--- config.mk ---
export PLATFORM = sky130hd
export DESIGN_NAME = fifo_serial_tx_flat
export DESIGN_NICKNAME = d
export VERILOG_FILES = /design/src/rtl/fifo_serial_pkg.sv /design/src/rtl/fifo_serial_tx_if.sv /design/src/rtl/baud_tick_gen.sv /design/src/rtl/fifo_serial_tx.sv /design/src/flat_wrapper.sv
export SDC_FILE = /design/constraint.sdc
export NUM_CORES = 1
export LEC_CHECK = 0
export CAP_MARGIN = 5
export CORE_MARGIN = 5
export CORE_UTILIZATION = 50
export DETAILED_ROUTE_END_ITERATION = 12
export MAX_ROUTING_LAYER = met4
export PLACE_DENSITY = 0.82
export REMOVE_ABC_BUFFERS = 1
export SLEW_MARGIN = 20
export SYNTH_ARGS = -nofsm -noshare
export SYNTH_HDL_FRONTEND = slang
export SYNTH_SLANG_ARGS = --single-unit
--- constraint.sdc ---
create_clock -name clk -period 5.05 [get_ports clk]
set_input_delay 1.01 -clock clk [delete_from_list [all_inputs] [get_ports clk]]
set_output_delay 1.01 -clock clk [all_outputs]
set_load 0.05 [all_outputs]
--- src/rtl/fifo_serial_pkg.sv ---
// Shared encodings for the FIFO serial drain stage: FSM states and line levels.
package fifo_serial_pkg;

    typedef enum logic [2:0] {
        StIdle,
        StStart,
        StData,
        StParity,
        StStop
    } state_e;

    localparam logic TX_IDLE_LEVEL = 1'b1;
    localparam logic START_LEVEL   = 1'b0;

endpackage

--- src/rtl/fifo_serial_tx_if.sv ---
// FIFO-side handshake and serial-line signals of the drain stage.
interface fifo_serial_tx_if #(
    parameter int unsigned WIDTH = 8
);
    logic             tx_en;
    logic [WIDTH-1:0] fifo_data;
    logic             fifo_empty;
    logic             fifo_rd_en;
    logic             tx;
    logic             busy;
    logic             frame_done;

    modport master (
        input  tx_en,
        input  fifo_data,
        input  fifo_empty,
        output fifo_rd_en,
        output tx,
        output busy,
        output frame_done
    );

    modport slave (
        output tx_en,
        output fifo_data,
        output fifo_empty,
        input  fifo_rd_en,
        input  tx,
        input  busy,
        input  frame_done
    );
endinterface

--- src/rtl/baud_tick_gen.sv ---
// Bit-period counter: counts 0..CLKS_PER_BIT-1 and flags the terminal count.
module baud_tick_gen #(
    parameter int unsigned CLKS_PER_BIT = 4
) (
    input  logic clk,
    input  logic reset,
    input  logic clear,
    output logic tick
);
    localparam int unsigned   CW   = $clog2(CLKS_PER_BIT);
    localparam logic [CW-1:0] LAST = CW'(CLKS_PER_BIT - 1);

    logic [CW-1:0] cnt_q;
    logic [CW-1:0] cnt_d;

    assign tick = (cnt_q == LAST);

    always_comb begin
        cnt_d = cnt_q + CW'(1);
        if (clear || tick) begin
            cnt_d = '0;
        end
    end

    always_ff @(posedge clk or posedge reset) begin
        if (reset) begin
            cnt_q <= '0;
        end else begin
            cnt_q <= cnt_d;
        end
    end
endmodule

--- src/rtl/fifo_serial_tx.sv ---
// Drain stage: pops words from a show-ahead FIFO and sends each one as an async serial frame.
module fifo_serial_tx
    import fifo_serial_pkg::*;
#(
    parameter int unsigned WIDTH        = 8,
    parameter int unsigned CLKS_PER_BIT = 4,
    parameter int unsigned PARITY_EN    = 0,
    parameter int unsigned STOP_BITS    = 1
) (
    input  logic             clk,
    input  logic             reset,
    fifo_serial_tx_if.master bus
);
    localparam int unsigned   BW        = $clog2(WIDTH + 1);
    localparam logic [BW-1:0] LAST_DATA = BW'(WIDTH - 1);
    localparam logic [BW-1:0] LAST_STOP = BW'(STOP_BITS - 1);

    state_e           state_q, state_d;
    logic [WIDTH-1:0] shift_q, shift_d;
    logic             parity_q, parity_d;
    logic [BW-1:0]    bit_cnt_q, bit_cnt_d;
    logic             tx_q, tx_d;
    logic             tick;
    logic             last_stop;
    logic             rd_en;

    baud_tick_gen #(
        .CLKS_PER_BIT (CLKS_PER_BIT)
    ) u_baud (
        .clk   (clk),
        .reset (reset),
        .clear (state_q == StIdle),
        .tick  (tick)
    );

    assign last_stop = (state_q == StStop) && tick && (bit_cnt_q == LAST_STOP);
    // Gated by reset so a held reset never pops the FIFO.
    assign rd_en = !reset && bus.tx_en && !bus.fifo_empty && ((state_q == StIdle) || last_stop);

    assign bus.fifo_rd_en = rd_en;
    assign bus.tx         = tx_q;
    assign bus.busy       = (state_q != StIdle);
    assign bus.frame_done = last_stop;

    always_comb begin
        state_d   = state_q;
        shift_d   = shift_q;
        parity_d  = parity_q;
        bit_cnt_d = bit_cnt_q;
        if (rd_en) begin
            state_d   = StStart;
            shift_d   = bus.fifo_data;
            parity_d  = ^bus.fifo_data;
            bit_cnt_d = '0;
        end else if (tick) begin
            case (state_q)
                StStart: begin
                    state_d   = StData;
                    bit_cnt_d = '0;
                end
                StData: begin
                    shift_d = shift_q >> 1;
                    if (bit_cnt_q == LAST_DATA) begin
                        bit_cnt_d = '0;
                        state_d   = (PARITY_EN != 0) ? StParity : StStop;
                    end else begin
                        bit_cnt_d = bit_cnt_q + BW'(1);
                    end
                end
                StParity: begin
                    state_d   = StStop;
                    bit_cnt_d = '0;
                end
                StStop: begin
                    if (bit_cnt_q == LAST_STOP) begin
                        state_d   = StIdle;
                        bit_cnt_d = '0;
                    end else begin
                        bit_cnt_d = bit_cnt_q + BW'(1);
                    end
                end
                default: ;
            endcase
        end
    end

    // Line level is derived from the next state so tx changes on the same edge as the state.
    always_comb begin
        tx_d = TX_IDLE_LEVEL;
        case (state_d)
            StStart:  tx_d = START_LEVEL;
            StData:   tx_d = shift_d[0];
            StParity: tx_d = parity_d;
            default:  tx_d = TX_IDLE_LEVEL;
        endcase
    end

    always_ff @(posedge clk or posedge reset) begin
        if (reset) begin
            state_q   <= StIdle;
            shift_q   <= '0;
            parity_q  <= 1'b0;
            bit_cnt_q <= '0;
            tx_q      <= TX_IDLE_LEVEL;
        end else begin
            state_q   <= state_d;
            shift_q   <= shift_d;
            parity_q  <= parity_d;
            bit_cnt_q <= bit_cnt_d;
            tx_q      <= tx_d;
        end
    end
endmodule

--- src/flat_wrapper.sv ---
// flat-port wrapper written by rule: the top's interface ports become plain ports
module fifo_serial_tx_flat import fifo_serial_pkg::*;
#(
    parameter int unsigned WIDTH        = 8,
    parameter int unsigned CLKS_PER_BIT = 4,
    parameter int unsigned PARITY_EN    = 0,
    parameter int unsigned STOP_BITS    = 1
)
  (clk, reset, bus_tx_en, bus_fifo_data, bus_fifo_empty, bus_fifo_rd_en, bus_tx, bus_busy, bus_frame_done);
  fifo_serial_tx_if #(.WIDTH(WIDTH)) bus_i ();
  input  logic clk;
  input  logic reset;
  input wire logic [$bits(bus_i.tx_en)-1:0] bus_tx_en;
  input wire logic [$bits(bus_i.fifo_data)-1:0] bus_fifo_data;
  input wire logic [$bits(bus_i.fifo_empty)-1:0] bus_fifo_empty;
  output wire logic [$bits(bus_i.fifo_rd_en)-1:0] bus_fifo_rd_en;
  output wire logic [$bits(bus_i.tx)-1:0] bus_tx;
  output wire logic [$bits(bus_i.busy)-1:0] bus_busy;
  output wire logic [$bits(bus_i.frame_done)-1:0] bus_frame_done;
  assign bus_i.tx_en = bus_tx_en;
  assign bus_i.fifo_data = bus_fifo_data;
  assign bus_i.fifo_empty = bus_fifo_empty;
  assign bus_fifo_rd_en = bus_i.fifo_rd_en;
  assign bus_tx = bus_i.tx;
  assign bus_busy = bus_i.busy;
  assign bus_frame_done = bus_i.frame_done;
  fifo_serial_tx #(.WIDTH(WIDTH), .CLKS_PER_BIT(CLKS_PER_BIT), .PARITY_EN(PARITY_EN), .STOP_BITS(STOP_BITS)) u_core (.clk(clk), .reset(reset), .bus(bus_i));
endmodule
; ---- Yosys cells after proc, flatten, opt, wreduce, memory -nomap -nowiden
; Cells that the tools add are included.
; Widths: inputs -> output; s select.
[word_totals]
reg_bits = 19
latch_bits = 0
ramBits = 0
mem_bits_ro = 0
inputBits = 12
output_inout_bits = 4
word_cells = 53
mem_count = 0
[op_classes]
add_sub_neg = 2
multipliers = 0
n_div = 0
order_cmp = 0
eq_ne = 9
n_shift = 0
muxes = 16
n_bitwise = 0
reduce_logical = 19
[ops]
columns = operator, count
row1 = $mux 8, 3
row2 = $mux 4, 4
row3 = $eq 3x2->1 const B, 4
row4 = $mux 3, 4
row5 = $pmux 3 s4, 1
row6 = $pmux 4 s3, 1
row7 = $reduce_xor 8->1, 1
row8 = $eq 3x1->1 const B, 2
row9 = $logic_and 1x1->1, 5
row10 = $add 4x1->4 const B, 1
row11 = $eq 4x3->1 const B, 1
row12 = $logic_not 4->1, 1
row13 = $reduce_and 2->1, 2
row14 = $reduce_bool 2->1, 2
row15 = $reduce_bool 4->1, 1
row16 = $eq 3x3->1 const B, 1
row17 = $logic_not 3->1, 1
row18 = $pmux 1 s3, 1
row19 = $reduce_bool 3->1, 1
row20 = $add 2x1->2 const B, 1
row21 = $eq 2x2->1 const B, 1
row22 = $logic_not 1->1, 2
row23 = $logic_or 1x1->1, 2
row24 = $mux 2, 1
row25 = other kinds (2), 2

; ---- Logic depth before layout (Yosys ltp)
[depth]
ltp_word = 8
depth_mapped = 8
mapped_depth_nobuf = 7

; ---- Hierarchy
; From an unflattened synthesis, not the netlist that was laid out.
[hier_totals]
hier_cells = 112
hier_area_um2 = 1191.1
[by_module_without_submodules]
columns = mod, n_inst, cells_per_inst, area_each_um2
row1 = fifo_serial_tx, 1, 106, 1102.3
row2 = baud_tick_gen, 1, 6, 88.8

; ---- Worst setup path after synthesis
; No wires, ideal clock.
[synth_timing]
path_type = register to output
startpoint = register u_core.bit_cnt_q[0]
endpoint = output port bus_frame_done
t_arrival_ps = 2102
t_required_ps = 4040
path_slack_ps = 1938
path_stages_with_launch = 5
path_buffers = 0
path_cell_list = dfrtp_1 > inv_1 > ha_1 > or3b_1 > nor3_1
[synth_via]
elab_chain_len = 2
[synth_lines]
columns = item, line_no
row1 = from (decl), fifo_serial_tx.sv:21  ; logic [BW-1:0] bit_cnt_q, bit_cnt_d;
row2 = from (signal assigned), fifo_serial_tx.sv:109  ; bit_cnt_q <= bit_cnt_d;
row3 = $logic_not 4->1, fifo_serial_tx.sv:36  ; assign last_stop = (state_q == StStop) && tick && (bit_cnt_q == LAST_STOP);
row4 = $logic_and 1x1->1, fifo_serial_tx.sv:36
row5 = to (decl), flat_wrapper.sv:19  ; output wire logic [$bits(bus_i.frame_done)-1:0] bus_frame_done;
; No other way between the ends.

; ---- Worst setup path in the final report
[layout_timing]
startpoint = input port reset
endpoint = output port bus_fifo_rd_en
[layout_via]
elab_chain_len = 4
[layout_lines]
columns = item, line_no
row1 = from (decl), flat_wrapper.sv:12  ; input logic reset;
row2 = $logic_not 1->1, fifo_serial_tx.sv:38  ; assign rd_en = !reset && bus.tx_en && !bus.fifo_empty && ((state_q == StIdle) || last_stop);
row3 = $logic_and 1x1->1 (3 in a row), fifo_serial_tx.sv:38
row4 = to (decl), flat_wrapper.sv:16  ; output wire logic [$bits(bus_i.fifo_rd_en)-1:0] bus_fifo_rd_en;
; No other way between the ends.

==> flow_summary.json <==
{
  "insertedDiodeCount": 0,
  "syn_avg_cell_area_um2": 10.25,
  "cp_slowest_cell": "clkdlybuf4s50_1",
  "postLayoutCellArea_mm2": 0.001324,
  "worst_slew_pin_slew_ns": 0.6937,
  "htreeDepth": 1,
  "ys.flop_type": "dfrtp_1",
  "viasPerCell": 5.708,
  "synth_edf_count": 0,
  "grt_setup_unrepaired": "no",
  "die_height_um": 57.70,
  "grt_max_degree": 20,
  "ctsResizeCount": 0,
  "setup_violations": 0,
  "die_area_mm2": 0.003329,
  "io_pins": 16,
  "nFillCells": 183,
  "p_clk_share_pct": 16.9,
  "syn_inst": 111,
  "fmax_ghz": 0.2506,
  "drtPass1Iterations": 4,
  "clk-insertion-delay-late_ns": 0.29,
  "leakage_nw": 0.5769,
  "start_util_pct": 51.91,
  "gr-total-overflow": 0,
  "synth.cell_area_mm2": 0.001137,
  "hold_viol": 0,
  "crit_type": "in -> out",
  "combPwrFrac_pct": 34.8,
  "switchingPower_mw": 0.1617,
  "switching_share_pct": 36.18,
  "place_congestion": 0.7933,
  "start_kind": "input pin",
  "path_clk_slew_ns": 0.11,
  "ys_async_sr_fraction_pct": 100.0,
  "slew_viol_final": 0,
  "core-area_mm2": 0.002191,
  "ys_warn_count": 0,
  "power_frac_seq_pct": 48.3,
  "fin_crit_sh_pct": 79.01,
  "cp.arrival_ns": 2.98,
  "synthDistinctLibCells": 41,
  "ir_drop_uv": 239.1,
  "placed_cell_area_mm2": 0.001296,
  "grt_use_total_pct": 15.40,
  "antenna_found_initial": 0,
  "hold_buffers": 0,
  "num_rows": 17,
  "grt_pass1_wl_um": 3988,
  "wire_per_inst_um": 14.11,
  "slowest_delay_ns": 0.82,
  "power_density_mw_per_mm2": 337.6,
  "critPathMaxFanout": 13,
  "endpoint_kind": "primary output",
  "drcViolationCount": 0,
  "maxSlewHeadroom_pct": 53.70,
  "drive_gt1_share_pct": 10.32,
  "hpwl_um": 1654,
  "synth.ff_latch_count": 19,
  "root_buffer": "clkbuf_4",
  "maxCapViolCount": 0,
  "cts.sinks": 19,
  "first_iter_violations": 18,
  "utilization_pct": 60.42,
  "yosysSeqAreaShare_pct": 41.91,
  "status": "finished, final reports clean",
  "io_buffer_count": 15,
  "p_int_mw": 0.2852,
  "post_cts_buffers": 0,
  "fin_nets": 142,
  "cp_data_required_time_ns": 4.04,
  "antenna_left": 0,
  "clock_skew_ns": 0.002034,
  "cts_buffer_depth": 2,
  "die_w_um": 57.70,
  "final.setup.tns_ns": 0,
  "cts_tree": "yes",
  "min_path_type": "reg -> reg",
  "vias": 879,
  "min_period_ns": 3.990,
  "crit_chain": "clkdlybuf4s50_1 > nor4_2 > o211ai_4 > inv_4 > clkdlybuf4s50_1",
  "cp_common_cell": "clkdlybuf4s50_1",
  "cts_buffers": 3,
  "routed_wl_um": 2173,
  "grt_pass1_vias": 921,
  "syn_to_final_growth_pct": 16.39
}
## routing by layer
metal	GRT usage (%)	share of wire, %	vias up
met5	-	0	-
met4	7.616	2.2	0
met3	2.004	3.3	7
met2	24.35	49	25
met1	19.35	46	413
li1	-	-	434
## per-stage QoR
stage | std cells | total power [mW] | setup WS (ns) | hold slack, ns
floorplan | 107 | 0.3262 | 1.938 | 0.4150
global placement | 150 | 0.3691 | 1.100 | 0.4239
detailed placement | 150 | 0.3756 | 1.059 | 0.4451
CTS | 154 | 0.4503 | 1.050 | 0.4599
global route | 154 | 0.4799 | 0.9679 | 0.4859
finish | 154 | 0.4469 | 1.060 | 0.4541
## flip-flops by register name (all words and copies together) (netlist names)
signal,flops
u_core.u_baud.cnt_q,2
u_core.state_q,3
u_core.bit_cnt_q,4
u_core.shift_q,8
u_core.parity_q,1
u_core.bus.tx,1
## synthesized netlist by cell type, types with 4 or more instances
library cell | n | area (um2)
a21o_1 | 6 | 45.04
inv_1 | 7 | 26.28
a21oi_1 | 5 | 25.02
o21ai_0 | 6 | 30.03
nand2_1 | 6 | 22.52
nand2b_1 | 5 | 31.28
dfrtp_1 | 18 | 450.4
nor3_1 | 4 | 20.02
a22o_1 | 6 | 52.55
xnor2_1 | 7 | 61.31
## area by class of cell
class                   count  area, um2  share of cell area [%]
clock buffers               3      22.52                   1.701
clock inverters             1      5.005                  0.3781
inverters                   8      32.53                   2.457
multi-input cells          80      601.8                   45.46
flip-flops and latches     19      476.7                   36.01
well taps                  28      35.03                   2.647
repair buffers             15      150.1                   11.34
## worst paths after layout
check | slack, ns | startpoint | cells after the start | end
worst max-delay path | 1.06 | reset | 5 | bus_fifo_rd_en
worst min-delay path | 0.45 | u_core.u_baud.cnt_q[0] | 1 | u_core.u_baud.cnt_q[0]
worst max register to register | 3.16 | u_core.u_baud.cnt_q[0] | 6 | u_core.shift_q[4]
worst min register to register | 0.45 | u_core.u_baud.cnt_q[0] | 1 | u_core.u_baud.cnt_q[0]
max in group asynchronous | 3.44 | reset | 2 | u_core.shift_q[5]
min in group asynchronous | 1.17 | reset | 2 | u_core.state_q[1]
## logic make-up (layout without fill, tap and decap cells)
group	count (synthesis)	in the layout	share of synthesized area (%)
fa+ha+maj	3	3	3.301
compound gates	32	32	21.12
simple gates	37	37	22.22
xor+xnor	7	7	5.391
buf+inv	12	27	5.171
mux	1	1	0.8801
flops	19	19	41.91
## worst max-delay path: cells and delay by family
kind / cells / cell delay [ns]
AOI/OAI and AO/OA: 1 / 0.20
buffers and inverters: 3 / 1.42
and+or+nand+nor: 1 / 0.34
## cells in the final DEF, fill, tap and decap left out, types with 2 or more instances in the layout
cell,n
clkdlybuf4s50_1,15
clkbuf_4,3
o21ai_0,6
a21oi_1,5
xnor2_1,7
nor3_1,4
nand3_1,3
nor2_1,2
a21o_1,6
ha_1,3
nand3b_1,3
a31o_2,2
a22o_1,6
dfrtp_1,18
nand2_1,6
nand2b_1,5
inv_1,7
## power by group through the flow
stage / registers (mW) / logic [mW] / clock network, mW
2_1_floorplan: 0.223 / 0.103 / 0
3_3_place_gp: 0.216 / 0.153 / 0
3_5_place_dp: 0.219 / 0.157 / 0
4_1_cts: 0.216 / 0.157 / 0.0778
5_1_grt: 0.221 / 0.172 / 0.0868
6_report: 0.216 / 0.156 / 0.0756
No activity file was read; power rests on OpenSTA's default activity.
==> RTL change (same settings) <==
`CLKS_PER_BIT` is set to 4 in 3 places; all go to 2.
--- a/src/rtl/baud_tick_gen.sv
+++ b/src/rtl/baud_tick_gen.sv
@@ -2,3 +2,3 @@
 module baud_tick_gen #(
-    parameter int unsigned CLKS_PER_BIT = 4
+    parameter int unsigned CLKS_PER_BIT = 2
 ) (
--- a/src/rtl/fifo_serial_tx.sv
+++ b/src/rtl/fifo_serial_tx.sv
@@ -5,3 +5,3 @@
     parameter int unsigned WIDTH        = 8,
-    parameter int unsigned CLKS_PER_BIT = 4,
+    parameter int unsigned CLKS_PER_BIT = 2,
     parameter int unsigned PARITY_EN    = 0,
--- a/src/flat_wrapper.sv
+++ b/src/flat_wrapper.sv
@@ -4,3 +4,3 @@
     parameter int unsigned WIDTH        = 8,
-    parameter int unsigned CLKS_PER_BIT = 4,
+    parameter int unsigned CLKS_PER_BIT = 2,
     parameter int unsigned PARITY_EN    = 0,
Check against the original RTL: not equivalent (a bounded check fails within 4 cycles, from zero or initial values and one cycle with reset high).
==> RTL change against the unedited design <==
Sequential share of layout area decreased by 0.86 points; utilization increased by 3.1 points; sequential cell count decreased by 1; count of clock-buffer cells in the layout increased by 1; cell count decreased by 6.5%; setup slack got worse by 0.27 ns; clock skew increased by 0.00061 ns; synthesized area decreased by 4.5%; wire length decreased by 7.9%; non-clock buffer count increased by 1; final area decreased by 2.9%; highest routed layer is now met3.
Power is not compared: it rests on default switching activity, and its combinational part moved more than twofold at a synthesized area within 25%.
==> RTL change: results (changes against the unedited design) <==
[metrics] worst flop-to-flop path endpoint: u_core.bit_cnt_q[3] (was u_core.shift_q[4])
[metrics] portion of the clock cycle consumed by the worst path in the final layout: 84.38% (was 79.01%)
[metrics] status: completed (unchanged)
[metrics] startpoint of the worst hold path: u_core.shift_q[5] (was u_core.u_baud.cnt_q[0])
[metrics] largest net degree at the start of global routing: 19 (was 20)
[metrics] worst hold slack across all endpoints: 0.4920 ns (was 0.4541 ns)
[metrics] core occupancy in the finished layout: 63.55% (was 60.42%)
[metrics] hold worst-path end: u_core.shift_q[5] (was u_core.u_baud.cnt_q[0])
[metrics] post-detailed-placement half-perimeter wirelength: 1521 microns (was 1654 microns)
[metrics] Layout Skew: 0.002640 ns (was 0.002034 ns)
[metrics] worst flop-to-flop path startpoint: u_core.bit_cnt_q[0] (was u_core.u_baud.cnt_q[0])
[metrics] actual slew at the worst max-slew pin: 0.6746 ns (was 0.6937 ns)
[metrics] final routed wire length divided by cell count: 13.90 microns (was 14.11 microns)
[metrics] setup slack, reg-to-reg: 3.03 ns (was 3.16 ns)
[metrics] Data arrival, critical path: 3.25 ns (was 2.98 ns)
[metrics] final-layout fill cell count: 157 (was 183)
[metrics] vias in the first global route: 808 (was 921)
[metrics] count of different cell masters after synthesis: 40 (was 41)
[metrics] share of final-layout standard cells stronger than drive strength 1: 13.68% (was 10.32%)
[metrics] global-route usage over all layers: 14.64% (was 15.40%)
[metrics] worst-path maximum fanout: 16 (was 13)
[metrics] Post-DP Area: 0.001249 sq mm (was 0.001296 sq mm)
[metrics] number of placed instances, taps included: 140 (was 150)
[metrics] GPL Wtd Cong: 0.7855 (was 0.7933)
[metrics] worst slack after detailed placement: 0.7777 ns (was 1.059 ns)
[metrics] most frequent cells after synthesis: sky130_fd_sc_hd__dfrtp_1 (17), sky130_fd_sc_hd__xnor2_1 (8), sky130_fd_sc_hd__a22o_1 (7) (was sky130_fd_sc_hd__dfrtp_1 (18), sky130_fd_sc_hd__inv_1 (7), sky130_fd_sc_hd__xnor2_1 (7))
[metrics] average vias per placed instance: 5.854 (was 5.708)
[metrics] net total in the final layout: 132 (was 142)
==> RTL change: power breakdown <==
part | switching [mW] | internal, mW
Clock | 0.0452 | 0.0439
Combinational | 0.177 | 0.170
Sequential | 0.0929 | 0.209
Total | 0.315 | 0.423
==> RTL change: kinds of logic after synthesis <==
group	share of synthesized area (%)
AO/OA/AOI/OAI	27.31
XOR/XNOR	6.452
adder cells (fa/ha/maj)	2.304
buffers and inverters	4.377
flip-flops	41.59
multiplexers	1.843
AND/OR/NAND/NOR	16.13
==> RTL change: routing by layer <==
layer	track usage [%]	vias up	wire, microns
met5	-	-	0
met4	3.729	0	0
met3	4.358	0	137
met2	20.63	25	944
met1	20.40	405	919
li1	-	413	-
==> RTL change: final cells by class <==
type	instances	area share [%]
inverter	5	1.461
timing repair buffer	16	12.27
sequential	18	35.15
clock buffer	4	2.824
multi-input combinational	74	45.67
tap	27	2.629
